--- config.mk ---
export PLATFORM = sky130hd
export DESIGN_NAME = act_feed_ctrl
export DESIGN_NICKNAME = d
export VERILOG_FILES = /design/src/rtl/act_feed_ctrl.sv
export SDC_FILE = /design/constraint.sdc
export NUM_CORES = 1
export LEC_CHECK = 0
export BUFFER_PORTS_ARGS = -buffer_cell sky130_fd_sc_hd__buf_4
export CORE_UTILIZATION = 57
export CTS_CLUSTER_SIZE = 8
export DETAILED_ROUTE_END_ITERATION = 16
export HOLD_SLACK_MARGIN = 0.05
export PLACE_DENSITY = 0.8
export SYNTH_ARGS = -nofsm -noshare
export SYNTH_HDL_FRONTEND = slang
export SYNTH_SLANG_ARGS = --single-unit
--- constraint.sdc ---
create_clock -name clk -period 3.31 [get_ports clk]
set_input_delay 0.662 -clock clk [delete_from_list [all_inputs] [get_ports clk]]
set_output_delay 0.662 -clock clk [all_outputs]
set_load 0.005 [all_outputs]
--- src/rtl/act_feed_ctrl.sv ---
// Sequencer for the per-row activation FIFOs. It loads a tile from the selected
// ping-pong input buffer, drains it with a diagonal skew, then flips the buffer select.
module act_feed_ctrl #(
  parameter int ROW       = 8,
  parameter int LOG_ROW   = 3,
  parameter int CNT_WIDTH = 4
) (
  input  logic                 clk,
  input  logic                 rstn,
  input  logic                 start,
  input  logic [CNT_WIDTH-1:0] num_vec,
  input  logic                 src_valid,
  input  logic                 fifo_isempty,
  input  logic                 fifo_isfull,
  output logic                 fifo_write_en,
  output logic [ROW-1:0]       fifo_read_en,
  output logic                 fifo_sel,
  output logic [ROW-1:0]       row_valid,
  output logic                 src_ack,
  output logic                 busy,
  output logic                 done,
  output logic                 err
);
  localparam int                   CMP_W    = CNT_WIDTH + 1;
  localparam logic [CNT_WIDTH-1:0] ROW_N    = CNT_WIDTH'(ROW);
  localparam logic [CNT_WIDTH-1:0] LAST_OFS = CNT_WIDTH'(ROW - 2);
  localparam logic [CNT_WIDTH-1:0] ONE      = CNT_WIDTH'(1);

  typedef enum logic [1:0] {IDLE, LOAD, DRAIN, DONE} state_t;

  state_t               state, state_nxt;
  logic [CNT_WIDTH-1:0] n_vec, n_vec_nxt;
  logic [CNT_WIDTH-1:0] wcnt, wcnt_nxt;
  logic [CNT_WIDTH-1:0] t, t_nxt;
  logic                 sel_nxt, err_nxt;
  logic [ROW-1:0]       read_en;

  always_ff @(posedge clk or negedge rstn) begin
    if (!rstn) begin
      state     <= IDLE;
      n_vec     <= '0;
      wcnt      <= '0;
      t         <= '0;
      fifo_sel  <= 1'b0;
      err       <= 1'b0;
      row_valid <= '0;
    end else begin
      state     <= state_nxt;
      n_vec     <= n_vec_nxt;
      wcnt      <= wcnt_nxt;
      t         <= t_nxt;
      fifo_sel  <= sel_nxt;
      err       <= err_nxt;
      // FIFO dout is registered, so data is valid one cycle after its read enable
      row_valid <= read_en;
    end
  end

  always_comb begin
    state_nxt     = state;
    n_vec_nxt     = n_vec;
    wcnt_nxt      = wcnt;
    t_nxt         = t;
    sel_nxt       = fifo_sel;
    err_nxt       = err;
    fifo_write_en = 1'b0;
    done          = 1'b0;
    unique case (state)
      IDLE: begin
        if (start) begin
          // num_vec >= ROW exactly when any bit at or above LOG_ROW is set
          n_vec_nxt = (|num_vec[CNT_WIDTH-1:LOG_ROW]) ? ROW_N : num_vec;
          wcnt_nxt  = '0;
          t_nxt     = '0;
          state_nxt = (num_vec == '0) ? DONE : LOAD;
        end
      end
      LOAD: begin
        fifo_write_en = src_valid & ~fifo_isfull;
        if (fifo_write_en) begin
          wcnt_nxt = wcnt + ONE;
          if (wcnt + ONE == n_vec) begin
            state_nxt = DRAIN;
            t_nxt     = '0;
          end
        end
      end
      DRAIN: begin
        if (t == n_vec + LAST_OFS) begin
          state_nxt = DONE;
        end else begin
          t_nxt = t + ONE;
        end
      end
      DONE: begin
        done      = 1'b1;
        sel_nxt   = ~fifo_sel;
        err_nxt   = err | ~fifo_isempty;
        state_nxt = IDLE;
      end
      default: state_nxt = IDLE;
    endcase
  end

  // Staircase: row i reads for N consecutive steps beginning at t = i.
  for (genvar i = 0; i < ROW; i++) begin : g_skew
    localparam logic [CMP_W-1:0] IDX = CMP_W'(i);
    assign read_en[i] = (state == DRAIN) && ({1'b0, t} >= IDX) &&
                        ({1'b0, t} < IDX + {1'b0, n_vec});
  end

  assign fifo_read_en = read_en;
  assign src_ack      = fifo_write_en;
  assign busy         = (state != IDLE);

endmodule

---- Yosys cells after proc, flatten, opt, wreduce, memory -nomap -nowiden ----
Index checks and enable logic that the tools add are counted.
storage, ports and cells
  register bits after elaboration ......... 24
  output and inout bits ................... 22
  logic and storage cells ................. 87
cells by class
  $add $sub $neg .......................... 10
  magnitude comparators ................... 15
  eq/ne operators ......................... 10
  muxes and demuxes ....................... 16
  bitwise gates (word level) .............. 5
  reduce and logical (&&, ||, !) cells .... 24
operators by type and width
  cell                 count
  $lt 4x5->1           7
  $mux 4               6
  $add 3x4->5 const A  4
  $ge 4x3->1 const B   4
  $logic_and 1x1->1    15
  $pmux 4 s3           1
  $add 2x4->5 const A  2
  $mux 2               5
  $ne 2x2->1 const B   5
  $add 4x1->4 const B  2
  $eq 4x4->1           2
  $ge 4x2->1 const B   2
  $pmux 2 s4           1
  $pmux 4 s2           1
  $add 1x4->5 const A  1
  $reduce_and 5->1     1
  $add 4x3->4 const B  1
  $eq 2x2->1 const B   2
  $ge 4x1->1 const B   1
  $logic_not 4->1      1
  $lt 4x4->1           1
  $reduce_and 4->1     1
  $reduce_bool 2->1    2
  $not 1->1            3
  8 further kinds      9

---- Logic depth before layout (Yosys ltp) ----
Gate-level depths: netlist of run 1.
  depth after elaboration ................. 5
  depth in mapped cells ................... 10

---- Worst setup path before layout of run 1 ----
OpenSTA, ideal clock, no wires.
  path type ............................... register to output
  start ................................... register n_vec[0]
  end ..................................... output port fifo_read_en[7]
  arrival ................................. 2.100 ns
  path slack .............................. 0.548 ns
  cell stages (with the launch flop) ...... 10
  buffers on the path ..................... 1
  path through ............................ dfrtp_1 clkdlybuf4s15_1 inv_1 ha_1 ha_1 nor2b_1 o21a_1 o21ai_0 nand2b_1 a311oi_1
between the ends
  word-level cells in the longest chain between the ends .. 3
ends and longest elaborated chain
  what                      RTL line  RTL
  start: declaration        32        logic [CNT_WIDTH-1:0] n_vec, n_vec_nxt;
  start signal: assignment  49        n_vec <= n_vec_nxt;
  $add 3x4->5               109       ({1'b0, t} < IDX + {1'b0, n_vec});
  $lt 4x5->1                109
  $logic_and 1x1->1         108       assign read_en[i] = (state == DRAIN) && ({1'b0, t} >= IDX) &&
  end: declaration          16        output logic [ROW-1:0] fifo_read_en,
Every way passes these cells.

---- Final worst setup path of run 1 ----
  start ................................... register n_vec[1]
  end ..................................... output port fifo_read_en[7]
The elaborated chain is that of the path after synthesis.

==> results of run 1 <==
## power groups by stage
stage / sequential, mW / clock [mW] / combinational, mW
after floorplan: 0.455 / 0 / 0.892
after global placement: 0.481 / 0 / 1.16
after detailed placement: 0.485 / 0 / 1.19
after CTS: 0.479 / 0.157 / 1.20
after global routing: 0.495 / 0.171 / 1.36
final: 0.479 / 0.150 / 1.20
## per-layer routing
metal	vias up	routed length (µm)	global-route usage, %
met5	-	0	0
met4	0	13	6.349
met3	2	173	4.348
met2	52	1990	40.09
met1	709	1883	29.78
li1	792	-	-
## path summary, 6_finish.rpt
check | to | slack (ns) | cells after the start
min in group clk | err$_DFFE_PN0P_ | 0.48 | 1
worst min-delay path | row_valid[6]$_DFF_PN0_ | 0.23 | 1
max in group asynchronous | wcnt[0]$_DFFE_PN0P_ | 2.84 | 1
worst min register to register | err$_DFFE_PN0P_ | 0.48 | 1
worst max-delay path | fifo_read_en[7] | 0.23 | 9
worst max register to register | state[0]$_DFFE_PN0P_ | 1.17 | 8
## flip-flops by register name, indices dropped and copies added, names as in the netlist
register	cells
fifo_sel	1
err	1
wcnt	4
t	4
row_valid	8
n_vec	4
state	2
## cell usage after synthesis (2+ instances only)
cell | count | share of area [%]
ha_1 | 42 | 26
buf_4 | 2 | 0.74
clkbuf_1 | 2 | 0.37
a22o_1 | 3 | 1.3
nor4_1 | 2 | 0.61
mux2i_1 | 2 | 0.98
nor2_1 | 3 | 0.55
nand2_1 | 13 | 2.4
nor3_1 | 6 | 1.5
a21oi_1 | 10 | 2.5
a21o_1 | 3 | 1.1
dfrtp_1 | 24 | 30
nand2b_1 | 8 | 2.5
xor2_1 | 5 | 2.2
xnor2_1 | 10 | 4.3
o21bai_1 | 3 | 1.1
inv_1 | 22 | 4.1
nand3_1 | 5 | 1.2
o21a_1 | 5 | 1.8
a211oi_1 | 2 | 0.74
o21ai_0 | 13 | 3.2
nor2b_1 | 3 | 0.92
## cells by family (layout without fill, tap and decap cells)
logic type	after synthesis	after routing	share of synthesized area, %
AOI/OAI and AO/OA	50	50	17.52
adders and majority gates	42	42	25.81
DFF	24	24	29.50
xor gates and xnor gates	16	16	7.253
muxes	3	3	1.537
and+or+nand+nor	46	46	11.99
buffers and inverters	29	60	6.392
## area by class of cell
| cell class | count | area (µm²) | area share [%] |
|---|---|---|---|
| tap | 46 | 57.56 | 2.463 |
| timing repair buffer | 34 | 255.2 | 10.92 |
| inverter | 22 | 82.58 | 3.533 |
| clock buffer | 4 | 36.28 | 1.552 |
| multi-input combinational | 157 | 1305 | 55.84 |
| sequential | 24 | 600.6 | 25.70 |
## worst max-delay path, delay by kind of cell (launching register included)
family                     cells  cell delay (ns)
adders and majority gates      2             0.53
AOI/OAI and AO/OA              3             0.62
buffers and inverters          2             0.32
DFF                            1             0.39
and+or+nand+nor                2             0.23
==> run_results.csv, run 1 <==
group,metric,value,unit
drt,wl_per_cell,14.15,µm
synthesis,ys_async_sr_fraction,100.0,%
cts,post_cts_buffers,0,
worst_setup_path,cp_slowest_stage_delay,0.39,ns
worst_setup_path,critPathRequiredTime,2.65,ns
cells_and_area,final_cells,287,
worst_setup_path,r2r_start,"n_vec[2]$_DFFE_PN0P_",
sta,timing.fmax,324.6,MHz
synthesis,ys_ff_latch,24,
pwr,totalPowerFinal,1.825,mW
synthesis,syn_area,2036,µm²
drt,drt_iter0_markers,56,
sta,finalHoldViolCount,0,
cts,clk_pin_slew,0.13,ns
sta,period_needed,3.080,ns
place,dp_cells,283,
grt,antenna_found_initial,0,
cells_and_area,final_cell_mix,"ha_1, buf_4, dfrtp_1",
worst_setup_path,critical_path_class,"reg -> out",
synthesis,ys.flop_type,"dfrtp_1",
grt,grt_max_degree,25,
drt,viasPerCell,5.418,
cts,htreeDepth,1,
floorplanning,rows,21,
run,max-cap-violations,0,
sta,slew_violations,0,
synthesis,synth-seq-area-share,29.50,%
sta,tightest_slew,0.6616,ns
cts,postCtsHoldBufs,0,
cells_and_area,final_core_util,68.96,%
place,gp_congestion,0.7977,
synthesis,syn_inst,210,
worst_setup_path,critPathMostFrequentCell,"ha_1",
place,dpl_cell_area,2301,µm²
worst_setup_path,path_cells,"inv_1, ha_1, ha_1, nor2b_1, o21a_1, o21ai_0, nand2b_1, a311oi_1, buf_4",
synthesis,syn-num-nets,262,
place,dp_hpwl,3.166,mm
sta,slew_headroom,55.90,%
cells_and_area,final_common_cell,"ha_1",
drt,dr.pass1.iters,4,
sta,fin_skew,0.007853,ns
synthesis,synth_edf_count,0,
worst_setup_path,arrival,2.42,ns
pwr,pwr-share-seq,26.2,%
worst_setup_path,cp-startpoint,"n_vec[1]$_DFFE_PN0P_",
cts,cts_tree,"yes",
cells_and_area,stdcell_area,2337,µm²
status,outcome,"finished clean",
drt,via_count,1555,
floorplanning,core_area,3390,µm²
floorplanning,die-area,3814,µm²
pwr,power_switching,0.8455,mW
pwr,power_per_cell_area,780.8,nW/µm²
cts,clock_path_buffers,2,
cells_and_area,drive_gt1_share,18.26,%
synthesis,ys_warn_count,0,
pwr,power.share.clock,8.2,%
cts,clock-root-buffer,"clkbuf_4",
floorplanning,num_io_pins,32,
cts,clkLatencyLatePin,0.31,ns
pwr,vdd_drop_max,0.0004541,V
cts,postCtsResizedCells,0,
sta,holdWs,0.2266,ns
sta,fin_tns_setup,0,ns
worst_setup_path,endpoint_kind,"primary output",
sta,fin_crit_sh,93.07,%
grt,grt_pass1_vias,1376,
synthesis,avgSynthCellArea,9.694,µm²
sta,rsz0062_at_grt,"false",
cells_and_area,final_nets,294,
worst_setup_path,crit_slowest_cell,"dfrtp_1",
cts,cts_sinks,24,
drt,final_antenna_net_count,0,
pwr,power_frac_comb,65.5,%
place,pre_cts_ws,0.5877,ns
floorplanning,die_y,61.76,µm
pwr,swShare,46.33,%
grt,overflow,0,
synthesis,yosysUniqueCellTypes,44,
worst_setup_path,critPathLaunchType,"flip-flop",
worst_hold_path,worst_hold_path_type,"in -> async",
sta,layout_setup_ws,0.2295,ns
drt,drt_drc_violations_left,0,
cells_and_area,area_growth,14.81,%
floorplanning,die_w,61.76,µm
pwr,internal-power,0.9795,mW
cells_and_area,n_antenna_cell,0,
grt,grt_pass1_wl,6.458,mm
cells_and_area,fill_cells,255,
sta,setup_violations,0,
place,portBuffers,31,
drt,wl,4.060,mm
cts,cts_buffers,3,
pwr,p_leak,1.208,nW
floorplanning,start_util,60.06,%
grt,grt_use_total,23.24,%
worst_setup_path,crit_fanout,5,
Note: power is estimated with default switching activity, not from simulation.
==> run 2, diff against run 1 <==
Settings changed: REMOVE_ABC_BUFFERS from default to 1.
==> run 2 against run 1 <==
  * Global-route usage increased by 2.2 points
  * Flip-flop and latch count unchanged
  * Cell count up 0.35%
  * Register-to-register slack gained 0.02 ns
  * Total power grew 7.2%
  * Critical endpoint unchanged
  * Largest power group unchanged
==> run_results.csv, run 2 (synthesis gave the netlist of run 1 again) <==
group,metric,value,unit
grt,grt_use_total,25.46,%
sta,fin_skew,0.0007994,ns
floorplanning,core_area,3390,µm²
drt,via_count,1638,
drt,drt_iter0_markers,102,
drt,viasPerCell,5.688,
grt,grt_pass1_wl,6.962,mm
floorplanning,die_w,61.76,µm
cells_and_area,final_nets,295,
drt,dr.pass1.iters,4,
drt,wl_per_cell,15.16,µm
worst_setup_path,critPathRequiredTime,2.65,ns
grt,grt_pass1_vias,1466,
worst_setup_path,cp_slowest_stage_delay,0.41,ns
run,max-cap-violations,0,
drt,wl,4.366,mm
worst_setup_path,r2r_slack,1.19,ns
floorplanning,num_io_pins,32,
sta,fin_crit_sh,95.39,%
drt,final_antenna_net_count,0,
sta,period_needed,3.157,ns
worst_setup_path,path_cells,"inv_1, ha_1, ha_1, nor2b_1, o21a_1, o21ai_0, nand2b_1, a311oi_2, buf_4",
floorplanning,die_y,61.76,µm
sta,slew_headroom,55.54,%
sta,finalHoldViolCount,0,
worst_setup_path,critPathMostFrequentCell,"ha_1",
sta,layout_setup_ws,0.1528,ns
pwr,power_per_cell_area,824.6,nW/µm²
sta,tightest_slew,0.6669,ns
worst_setup_path,critPathLaunchType,"flip-flop",
worst_setup_path,crit_slowest_cell,"dfrtp_1",
cells_and_area,area_growth,16.53,%
grt,antenna_found_initial,0,
cts,clkLatencyLatePin,0.34,ns
place,dpl_cell_area,2308,µm²
cts,clk_pin_slew,0.15,ns
floorplanning,rows,21,
worst_setup_path,path_buf_inv,2,
cts,post_cts_buffers,0,
place,portBuffers,31,
grt,overflow,0,
cells_and_area,final_core_util,69.99,%
drt,drt_drc_violations_left,0,
cts,clock-root-buffer,"clkbuf_4",
sta,rsz0062_at_grt,"false",
place,pre_cts_ws,0.5241,ns
place,dp_hpwl,3.287,mm
worst_setup_path,endpoint_kind,"primary output",
worst_setup_path,r2r_end,"t[3]$_DFFE_PN0P_",
cts,cts_buffers,3,
sta,fin_tns_setup,0,ns
floorplanning,die-area,3814,µm²
worst_setup_path,critical_path_class,"reg -> out",
cells_and_area,final_common_cell,"ha_1",
place,gp_congestion,0.8512,
cells_and_area,largest_reg_flops,8,
cells_and_area,n_antenna_cell,0,
worst_setup_path,r2r_start,"n_vec[2]$_DFFE_PN0P_",
cells_and_area,stdcell_area,2372,µm²
worst_setup_path,crit_fanout,5,
worst_hold_path,worst_hold_path_type,"in -> async",
cts,cts_tree,"yes",
cells_and_area,drive_gt1_share,19.42,%
status,outcome,"finished clean",
cts,htreeDepth,1,
grt,grt_max_degree,25,
sta,slew_violations,0,
worst_setup_path,rr_worst_depth,9,
worst_setup_path,arrival,2.50,ns
sta,timing.fmax,316.7,MHz
sta,setup_violations,0,
cts,clock_path_buffers,2,
floorplanning,start_util,60.06,%
cells_and_area,largest_register,"row_valid",
pwr,vdd_drop_max,0.0004632,V
cts,cts_sinks,24,
worst_setup_path,crit_family,"compound AO/OA/AOI/OAI gates",
cells_and_area,final_cell_mix,"ha_1, buf_4, dfrtp_1",
pwr,p_leak,1.221,nW
-- run 2: cell types whose count changed in the layout (fill, tap and decap cells not counted) --
cell | previous run | this run
nor3_2 | 0 | 1
a311oi_2 | 0 | 1
buf_4 | 34 | 35
a311oi_1 | 1 | 0
nor3_1 | 6 | 5
bufinv_16 | 0 | 1
clkbuf_8 | 1 | 0
-- run 2: report_power, final --
part           internal, mW  switching (mW)
Combinational         0.559           0.699
Sequential            0.372          0.0982
Clock                 0.123           0.106
-- run 2: repair_timing --
item | 4_1_cts | 5_1_grt
setup endpoints to repair | 0 | 2
hold endpoints to repair | 0 | 0
resized for setup | 0 | 2
hold buffers | 0 | 0
-- run 2: through the flow --
step | hold WS [ns] | std cells | power [mW]
after global routing | 0.2077 | 288 | 2.140
after global placement | 0.4409 | 284 | 1.661
final | 0.1898 | 288 | 1.956
after CTS | 0.2023 | 288 | 1.933
after floorplan | 0.3664 | 203 | 1.312
after detailed placement | 0.4469 | 284 | 1.704
-- run 2: worst max-delay path by stage --
stage / from / endpoint / slack (ns) / cells after the start
after global placement: n_vec[0]$_DFFE_PN0P_ / fifo_read_en[1] / 0.65 / 10
after floorplan: n_vec[1]$_DFFE_PN0P_ / fifo_read_en[7] / 0.65 / 8
after global routing: n_vec[1]$_DFFE_PN0P_ / fifo_read_en[7] / 0.02 / 9
final: n_vec[1]$_DFFE_PN0P_ / fifo_read_en[7] / 0.15 / 9
after CTS: n_vec[1]$_DFFE_PN0P_ / fifo_read_en[7] / 0.15 / 9
after detailed placement: n_vec[1]$_DFFE_PN0P_ / fifo_read_en[7] / 0.52 / 9
-- run 2: layer usage --
metal	GRT usage [%]	wire length [µm]	up-vias
met5	0	0	-
met1	35.30	2018	775
met3	3.106	198	13
met4	10.48	106	0
li1	-	-	792
met2	40.25	2042	58
-- run 2: final cells by class --
| type | instances | area (µm²) |
|---|---|---|
| Inverter | 22 | 82.58 |
| Fill cell | 267 | 1017 |
| Clock inverter | 1 | 30.03 |
| Multi-Input combinational cell | 157 | 1316 |
| Timing Repair Buffer | 35 | 262.8 |
| Clock buffer | 3 | 22.52 |
| Sequential cell | 24 | 600.6 |
| Tap cell | 46 | 57.56 |
-- run 2: worst reg2reg max path: cells and delay by family, from the launching register on --
kind / cells / cell delay [ns]
XOR/XNOR: 1 / 0.16
AND/OR/NAND/NOR: 4 / 0.68
flip-flops: 1 / 0.40
adder cells (fa/ha/maj): 2 / 0.51
buffers and inverters: 1 / 0.21
AO/OA/AOI/OAI: 1 / 0.10
==> run 3, diff against run 2 <==
Settings changed: ABC_AREA from default to 1.
==> run 3 against run 2 <==
  * Synthesized cell count grew 19%
  * Wire length shrank 4.4%
  * Combinational power shrank 12%
  * Flip-flop and latch count is the same
  * Worst hold slack gained 0.021 ns
  * Largest cell class unchanged
==> run_results.csv, run 3 <==
group,metric,value,unit
floorplanning,die_w,62.20,µm
sta,slew_headroom,63.77,%
grt,grt_max_degree,25,
cts,htreeDepth,1,
sta,layout_setup_ws,0.1761,ns
drt,via_count,1694,
drt,dr.pass1.iters,4,
sta,period_needed,3.134,ns
cts,cts_tree,"yes",
cells_and_area,fill_cells,297,
grt,grt_pass1_wl,7.348,mm
place,dpl_cell_area,2341,µm²
drt,wl,4.175,mm
sta,tightest_slew,0.5434,ns
sta,fin_crit_sh,94.68,%
drt,wl_per_cell,12.69,µm
drt,final_antenna_net_count,0,
cells_and_area,final_cell_mix,"inv_1, nand2_1, ha_1",
synthesis,synth_top_area_share,29.07,%
floorplanning,die_y,62.20,µm
grt,grt_use_total,23.73,%
cts,cts_sinks,24,
worst_setup_path,crit_fanout,10,
cells_and_area,final_core_util,69.63,%
floorplanning,rows,21,
cts,clk_pin_slew,0.13,ns
cells_and_area,stdcell_area,2379,µm²
synthesis,ys_warn_count,0,
synthesis,yosysUniqueCellTypes,28,
drt,drt_drc_violations_left,0,
worst_setup_path,rr_worst_depth,12,
place,gp_congestion,0.8509,
worst_setup_path,critical_path_class,"reg -> out",
sta,rsz0062_at_grt,"false",
synthesis,synthTopCellsByArea,"dfrtp_1, ha_1, inv_1",
worst_hold_path,worst_hold_path_type,"in -> async",
cells_and_area,final_cells,329,
sta,fin_tns_setup,0,ns
worst_setup_path,endpoint_kind,"primary output",
place,dp_cells,325,
drt,drt_iter0_markers,78,
floorplanning,die-area,3869,µm²
synthesis,ys_ff_latch,24,
cells_and_area,area_growth,15.14,%
drt,viasPerCell,5.149,
cells_and_area,final_common_cell,"inv_1",
sta,timing.fmax,319.1,MHz
grt,overflow,0,
synthesis,synth-seq-area-share,29.07,%
worst_setup_path,cp-startpoint,"n_vec[2]$_DFFE_PN0P_",
worst_setup_path,r2r_start,"n_vec[2]$_DFFE_PN0P_",
worst_setup_path,critPathLaunchType,"flip-flop",
cts,clock-root-buffer,"clkbuf_4",
sta,setup_violations,0,
cts,clkLatencyLatePin,0.32,ns
sta,holdWs,0.2107,ns
grt,antenna_found_initial,0,
status,outcome,"finished clean",
worst_setup_path,arrival,2.47,ns
pwr,vdd_drop_max,0.0004132,V
synthesis,avgSynthCellArea,8.263,µm²
pwr,totalPowerFinal,1.752,mW
pwr,p_leak,1.332,nW
sta,slew_violations,0,
sta,fin_skew,0.005807,ns
worst_setup_path,critPathRequiredTime,2.65,ns
cells_and_area,drive_gt1_share,16.61,%
synthesis,ys_async_sr_fraction,100.0,%
synthesis,synth_edf_count,0,
cells_and_area,largest_register,"row_valid",
grt,grt_pass1_vias,1693,
place,dp_hpwl,3.280,mm
synthesis,synthTopCellsByCount,"inv_1, ha_1, nand2_1, dfrtp_1, a21oi_1",
place,pre_cts_ws,0.5479,ns
cts,cts_buffers,3,
synthesis,syn_area,2066,µm²
floorplanning,start_util,60.48,%
synthesis,synth_most_common_cell,"inv_1",
floorplanning,num_io_pins,32,
cts,clock_path_buffers,2,
cells_and_area,largest_reg_flops,8,
synthesis,syn_inst,250,
synthesis,synth_area_leader_cell,"dfrtp_1",
floorplanning,core_area,3416,µm²
cells_and_area,final_nets,336,
pwr,power_per_cell_area,736.7,nW/µm²
run,max-cap-violations,0,
synthesis,ys.flop_type,"dfrtp_1",
sta,finalHoldViolCount,0,
cells_and_area,n_antenna_cell,0,
place,portBuffers,31,
==> run 3: cell count changes in the layout (fill, tap and decap cells not counted), moves of 4 or more <==
cell	change
buf_4	-4
o21a_1	-4
nor2_1	+11
nand2_1	+29
nor3_1	-4
inv_1	+21
nand4_1	+7
xnor2_1	-7
a21oi_1	+8
nand2b_1	-8
o22ai_1	+5
o21bai_1	+5
==> run 3: worst paths after layout <==
kind                                     endpoint  slack, ns
min                        row_valid[0]$_DFF_PN0_       0.21
min in group clk             fifo_sel$_DFFE_PN0P_       0.48
min reg2reg                  fifo_sel$_DFFE_PN0P_       0.48
max                               fifo_read_en[6]       0.18
max in group asynchronous    n_vec[1]$_DFFE_PN0P_       2.85
max reg2reg                      t[3]$_DFFE_PN0P_       1.05
==> run 3: worst max-delay path: stages (launching register included) <==
cell	delay, ns
dfrtp_1	0.59
inv_2	0.16
ha_1	0.24
xor2_1	0.15
ha_1	0.30
a21oi_1	0.15
o21ai_0	0.10
a211oi_1	0.29
buf_4	0.17
==> run 3: repair_timing <==
action	CTS	global route
setup buffers	0	0
hold endpoints to repair	0	0
hold buffers	0	0
endpoints found under the setup margin	0	2
resized for setup	0	1
==> run 3: layout make-up <==
class	count	area (µm²)	share of cell area, %
multi-input cells	179	1281	53.87
well taps	46	57.56	2.420
repair buffers	31	232.7	9.784
clock buffers	4	36.28	1.526
inverters	45	168.9	7.102
flip-flops and latches	24	601.8	25.30
==> run 3: cells by family (layout without fill, tap and decap cells) <==
logic type | count (synthesis) | in the layout | synth area share, %
adder cells (fa/ha/maj) | 42 | 42 | 25.44
buffers and inverters | 47 | 80 | 8.903
AO/OA/AOI/OAI | 49 | 49 | 14.36
flip-flops | 24 | 24 | 29.07
XOR/XNOR | 11 | 11 | 4.664
AND/OR/NAND/NOR | 77 | 77 | 17.57
==> run 3: metal layers <==
metal  share of wire [%]  GRT usage, %  up-vias
met4                 1.4         6.977        0
li1                    -             -      883
met1                  50         30.43      782
met3                 2.2         2.757        5
met5                   0             0        -
met2                  47         41.76       24
==> run 3: report_power, final <==
| group | internal [mW] | switching (mW) | leakage [nW] |
|---|---|---|---|
| Combinational | 0.456 | 0.650 | 0.994 |
| Clock | 0.0674 | 0.0900 | 0.0210 |
| Sequential | 0.364 | 0.125 | 0.317 |
